`src/rtl/if_fetch_stage.sv`:
```
// Instruction-fetch stage of the 5-stage MIPS pipeline.
// Owns the PC and the IF/ID pipeline register. Next PC comes from the shared
// external adder (pc_plus4_in), or from a jump/branch redirect. Hazard stalls
// freeze the stage. A redirect squashes the IF/ID contents to a bubble.
module if_fetch_stage #(
    parameter logic [31:0] RESET_PC  = 32'h0000_0000,
    parameter logic [31:0] NOP_INSTR = 32'h0000_0000
) (
    input  logic        clk,
    input  logic        rst_n,
    output logic [31:0] pc_out,
    input  logic [31:0] pc_plus4_in,
    input  logic [31:0] imem_rdata,
    input  logic        stall,
    input  logic        branch_taken,
    input  logic [31:0] branch_target,
    input  logic        jump_en,
    input  logic [31:0] jump_target,
    output logic [31:0] ifid_instr,
    output logic [31:0] ifid_pc_plus4,
    output logic        ifid_valid,
    output logic        misalign_err,
    output logic [31:0] fetch_count
);

    logic [31:0] pc_r;
    logic [31:0] ifid_instr_r;
    logic [31:0] ifid_pc_plus4_r;
    logic        ifid_valid_r;
    logic        misalign_err_r;
    logic [31:0] fetch_count_r;

    logic [31:0] pc_nxt_s;
    logic [31:0] ifid_instr_nxt_s;
    logic [31:0] ifid_pc_plus4_nxt_s;
    logic        ifid_valid_nxt_s;
    logic        misalign_err_nxt_s;
    logic [31:0] fetch_count_nxt_s;

    logic        redirect_s;
    logic [31:0] target_s;

    // Redirect detection; a jump wins over a branch when both fire together.
    always_comb begin
        redirect_s = jump_en | branch_taken;
        if (jump_en) begin
            target_s = jump_target;
        end else begin
            target_s = branch_target;
        end
    end

    // Next-state selection: redirect beats stall, stall beats sequential fetch.
    always_comb begin
        pc_nxt_s            = pc_r;
        ifid_instr_nxt_s    = ifid_instr_r;
        ifid_pc_plus4_nxt_s = ifid_pc_plus4_r;
        ifid_valid_nxt_s    = ifid_valid_r;
        misalign_err_nxt_s  = misalign_err_r;
        fetch_count_nxt_s   = fetch_count_r;
        if (redirect_s) begin
            // Low bits are dropped so the PC stays word aligned; the flag
            // records that software produced a bad target.
            pc_nxt_s            = {target_s[31:2], 2'b00};
            ifid_instr_nxt_s    = NOP_INSTR;
            ifid_pc_plus4_nxt_s = 32'h0000_0000;
            ifid_valid_nxt_s    = 1'b0;
            if (target_s[1:0] != 2'b00) begin
                misalign_err_nxt_s = 1'b1;
            end else begin
                misalign_err_nxt_s = misalign_err_r;
            end
        end else if (stall) begin
            pc_nxt_s            = pc_r;
            ifid_instr_nxt_s    = ifid_instr_r;
            ifid_pc_plus4_nxt_s = ifid_pc_plus4_r;
            ifid_valid_nxt_s    = ifid_valid_r;
        end else begin
            // The external adder supplies pc+4; wrap past the top of the
            // address space is accepted as-is.
            pc_nxt_s            = pc_plus4_in;
            ifid_instr_nxt_s    = imem_rdata;
            ifid_pc_plus4_nxt_s = pc_plus4_in;
            ifid_valid_nxt_s    = 1'b1;
            fetch_count_nxt_s   = fetch_count_r + 32'd1;
        end
    end

    // State registers with asynchronous active-low reset.
    always_ff @(posedge clk or negedge rst_n) begin
        if (!rst_n) begin
            pc_r            <= RESET_PC;
            ifid_instr_r    <= NOP_INSTR;
            ifid_pc_plus4_r <= 32'h0000_0000;
            ifid_valid_r    <= 1'b0;
            misalign_err_r  <= 1'b0;
            fetch_count_r   <= 32'h0000_0000;
        end else begin
            pc_r            <= pc_nxt_s;
            ifid_instr_r    <= ifid_instr_nxt_s;
            ifid_pc_plus4_r <= ifid_pc_plus4_nxt_s;
            ifid_valid_r    <= ifid_valid_nxt_s;
            misalign_err_r  <= misalign_err_nxt_s;
            fetch_count_r   <= fetch_count_nxt_s;
        end
    end

    assign pc_out        = pc_r;
    assign ifid_instr    = ifid_instr_r;
    assign ifid_pc_plus4 = ifid_pc_plus4_r;
    assign ifid_valid    = ifid_valid_r;
    assign misalign_err  = misalign_err_r;
    assign fetch_count   = fetch_count_r;

endmodule

```
`config.mk`:
```
export PLATFORM = sky130hd
export DESIGN_NAME = if_fetch_stage
export DESIGN_NICKNAME = d
export VERILOG_FILES = /design/src/rtl/if_fetch_stage.sv
export SDC_FILE = /design/constraint.sdc
export NUM_CORES = 1
export LEC_CHECK = 0
export BUFFER_PORTS_ARGS = -buffer_cell sky130_fd_sc_hd__clkbuf_2
export CELL_PAD_IN_SITES_DETAIL_PLACEMENT = 0
export CELL_PAD_IN_SITES_GLOBAL_PLACEMENT = 1
export CORE_UTILIZATION = 34
export DETAILED_ROUTE_END_ITERATION = 8
export PLACE_DENSITY = 0.77
export SYNTH_ARGS = -nofsm -noshare
export SYNTH_HDL_FRONTEND = slang
export SYNTH_SLANG_ARGS = --single-unit
```
`constraint.sdc`:
```
create_clock -name clk -period 2.1 [get_ports clk]
set_input_delay 0.105 -clock clk [delete_from_list [all_inputs] [get_ports clk]]
set_output_delay 0.105 -clock clk [all_outputs]
set_load 0.03 [all_outputs]
```
# --- Yosys cells after proc, flatten, opt, wreduce, memory -nomap -nowiden ---
# Index checks and enable logic that the tools add are counted.
totals:
  out_inout_bits: 130
  reg_bits: 130
  rom_bits: 0
  word_cells: 22
  mem_bits_rw: 0
  inputBits: 133
  memories: 0
  latch_bits: 0
op_classes:
  shifts: 0
  n_mul: 0
  n_addsub: 1
  n_mux: 8
  order_cmp: 0
  n_reduce_logical: 3
  bitwise: 3
  n_eq_ne: 1
  div: 0
op_table:
  columns: ["cell", "count"]
  rows:
  - ["$mux 32", 6]
  - ["$add 32x1->32 const B", 1]
  - ["$reduce_and 2->1", 2]
  - ["$mux 1", 2]
  - ["$ne 2x1->1 const B", 1]
  - ["$not 1->1", 2]
  - ["$reduce_bool 2->1", 1]
  - ["$or 1x1->1", 1]

# --- Longest topological paths before layout ---
depth:
  ltp_word: 3
  mapped_depth: 7
  mapped_depth_nobuf: 5

# --- Worst setup path before layout ---
# OpenSTA, ideal clock, no wires.
synth_path:
  path_kind: "flip-flop to flip-flop"
  startpoint: "register fetch_count_r[0], in the netlist fetch_count[0]"
  endpoint: "register fetch_count_r[20], in the netlist fetch_count[20]"
  slack_ns: -0.033
  stages_incl_launch_ff: 6
  n_path_buf: 0
  setup_time_ns: 0.134
  arrival_time_ns: 1.999
  cell_sequence: "dfrtp_1 ha_1 or4b_4 nor4_4 nand4_1 xnor2_1"
synth_between:
  elab_chain_cells: 1
synth_lines:
  columns: ["element", "line", "rtl"]
  rows:
  - ["start, declared", "31", "logic [31:0] fetch_count_r;"]
  - ["start signal, assigned", "104", "fetch_count_r <= fetch_count_nxt_s;"]
  - ["$add 32x1->32", "85", "fetch_count_nxt_s = fetch_count_r + 32'd1;"]
# Every way passes these cells.
# A chain may end at the register's enable or synchronous reset.

# --- Final worst setup path ---
layout_path:
  startpoint: "register fetch_count_r[0], in the netlist fetch_count[0]"
  endpoint: "register fetch_count_r[18], in the netlist fetch_count[18]"
# Same word-level chain as after synthesis.

==> results.yml <==
logic_synthesis:
  synth-seq-cells: 128
  async_flop_share_pct: 100
  ys_top_cells_by_area: "dfrtp_1 (59%), a22o_1 (10%), nor3_1 (4.6%)"
  synthesis.area_per_instance_um2: 11.0
  number_of_flops_mapped_to_enable_cells_by_yosys: 0
  synth_top_cell_by_area: "dfrtp_1"
  synth-warning-count: 0
  synth_top_flop_cell: "dfrtp_1"
  cell_count_after_synthesis: 495
  syn-num-nets: 629
  synth.cell_area_um2: 5450
  yosys.area.top_type_share_pct: 58.7
  yosys.cell_types.count: 31
  post_synthesis_sequential_area_ratio_pct: 58.7
min_path:
  timing.hold.worst_endpoint: "pc_out[4]"
  hp-start: "branch_target[4]"
  hold_class: "in2reg"
  min_delay_path_depth: 3
cts:
  clock_insertion_delay_worst_skew_ns: 0.41
  root_buffer: "clkbuf_16"
  clock_tree_from_tritoncts: "built"
  cts_inserted_buffers: 17
  cts.sink_count: 128
  htreeDepth: 4
  max-clock-path-buffers: 2
  clkTransAtPathRegs_ns: 0.06
  post-cts-setup-buffer-count: 0
power:
  leakage_power_summed_over_all_cells_nw: 4.39
  power_density_nw_per_um2: 781
  power.total_mw: 6.76
  ir_worst_vdd_v: 0.000541
timing:
  timing_hold_violations_final: 0
  max_clock_freq_mhz: 531
  maxSlewHeadroom_pct: 66.0
  unrepaired_setup_endpoints_after_global_routing: "no"
  min_clock_period_post_route_ns: 1.88
  clock_skew_ns: 0.00579
  final_min_period_over_clock_period_pct: 89.7
  setup_viol: 0
  worstMarginPinSlew_ns: 0.510
  finalMaxSlewViolations: 0
  fin_tns_setup_ns: 0
drt:
  avgRoutedWirePerCell_um: 16.0
  first_pass_drt_iterations: 4
  drc_viols: 0
  vias: 5298
  detail_route.wirelength_um: 17300
  route.detailed.vias_per_inst: 4.89
  drtAntennaViolNets: 0
  dr.first_iter.drc_count: 223
placement:
  post_dp_hpwl_um: 11500
  port-buffer-count: 262
  gp_routability_congestion: 0.824
die:
  rows: 45
  core_area_um2: 15400
  floorplan.initialDensity_pct: 35.3
  io_pins: 263
  y_dimension_of_the_die_um: 129
  floorplan.die.width_um: 129
  floorplan.die_area_um2: 16500
grt:
  grt_pass1_vias: 5444
  initial_antenna_violation_count: 0
  groute.usage.overall_pct: 21.8
  grt_max_degree: 61
  first_pass_grt_wire_length_um: 27500
  grt_overflow_total: 0
final_layout:
  finish.net_count: 993
  drive_above_1_share_pct: 36.7
  synthToLayoutAreaGrowth_pct: 58.7
  antenna_cells_inserted: 0
  seqCellArea_um2: 3210
  final_core_util_pct: 56.1
  count_of_fill_cells_added_during_filler_insertion: 1378
  multiInputGateArea_um2: 2070
outcome:
  run_status: "finished clean"
setup_path:
  worst_r2r_path_depth: 6
  cp.arrival_ns: 2.18
  cp.required_ns: 2.40
  r2r-start: "fetch_count[0]"
  timing.critical_path.fanout_max: 10
  worst-setup-path-type: "reg2reg"
  worstReg2RegEnd: "fetch_count[18]"
  timing.critical_path.from_type: "register"
  end_kind: "register"
  worst-r2r-setup-slack_ns: 0.22
run:
  cap_viol_max_count: 0
sequential cells by signal, indices dropped and copies added, names as in the netlist:
| name | cells |
|---|---|
| pc_out | 32 |
| misalign_err | 1 |
| fetch_count | 32 |
| ifid_pc_plus4 | 30 |
| ifid_instr | 32 |
| ifid_valid | 1 |
worst max-delay path, stage by stage, from the launching register on:
cell	delay, ns
dfrtp_2	0.40
ha_1	0.14
or4b_4	0.49
nor4_4	0.27
buf_4	0.20
nand4_1	0.12
xnor2_1	0.14
cell type report:
| cell class | instances | area share (%) |
|---|---|---|
| clock buffer | 17 | 4.92 |
| clock inverter | 15 | 1.88 |
| inverter | 4 | 0.174 |
| multi-input combinational | 325 | 24.0 |
| sequential | 128 | 37.0 |
| tap | 211 | 3.05 |
| timing repair buffer | 383 | 29.0 |
cell usage after synthesis (6+ instances only):
library cell / instances
xnor2_1: 25
nor2_1: 51
clkbuf_1: 30
dfrtp_1: 128
a22oi_1: 7
o21ai_0: 9
xor2_1: 6
nand2_1: 13
nor3b_1: 7
nor2b_1: 23
nand4_1: 14
a22o_1: 64
nor3_1: 50
nand3_1: 12
a21oi_1: 30
timing repair:
action	CTS	global route
resized for setup	0	0
hold buffers	103	0
hold endpoints to repair	130	0
stage by stage:
step	hold slack, ns	area, um^2	setup slack (ns)	cells
floorplan	-0.191	5460	0.0587	495
global placement	0.0984	7030	0.239	948
detailed placement	0.112	7030	0.221	948
CTS	0.00587	8650	0.205	1083
global route	0.0322	8650	0.0715	1083
finish	0.0301	8650	0.217	1083
metal layers:
layer  routed length [um]  up-vias  GRT usage [%]
met1                 7210     2544           26.3
met4                  483        0           9.97
met5                    0        -              0
li1                     -     2507              -
met3                 1080       35           5.61
met2                 8580      212           36.6
worst max path at each step:
| stage | startpoint | endpoint | depth (start not counted) | slack [ns] |
|---|---|---|---|---|
| after global routing | fetch_count[0] | fetch_count[26] | 6 | 0.07 |
| final | fetch_count[0] | fetch_count[18] | 6 | 0.22 |
| after floorplan | fetch_count[0] | fetch_count[20] | 5 | 0.06 |
| after detailed placement | fetch_count[0] | fetch_count[18] | 6 | 0.22 |
| after CTS | fetch_count[0] | fetch_count[18] | 6 | 0.21 |
| after global placement | fetch_count[0] | fetch_count[26] | 6 | 0.24 |
cells by family (layout without fill, tap and decap cells):
group,after synthesis,count (layout),synth area share [%]
buf+inv,42,419,3.33
xor+xnor,31,31,4.98
flops,128,128,58.7
fa+ha+maj,1,1,0.229
simple gates,181,181,17.6
compound gates,112,112,15.1
power breakdown:
| group | switching [mW] | internal (mW) | total (mW) |
|---|---|---|---|
| sequential | 0.119 | 2.61 | 2.73 |
| combinational | 0.670 | 0.455 | 1.13 |
| clock | 1.15 | 1.76 | 2.91 |
cell usage in the layout (no fill, tap or decap), types with 23 or more instances in the layout:
cell and count:
xnor2_1 25, nor3_1 49, a21oi_1 30, clkbuf_2 261, nor2_1 51, dlygate4sd3_1 103
dfrtp_1 126, nor2b_1 23, a22o_1 64
Note: power is estimated with default switching activity, not from simulation.
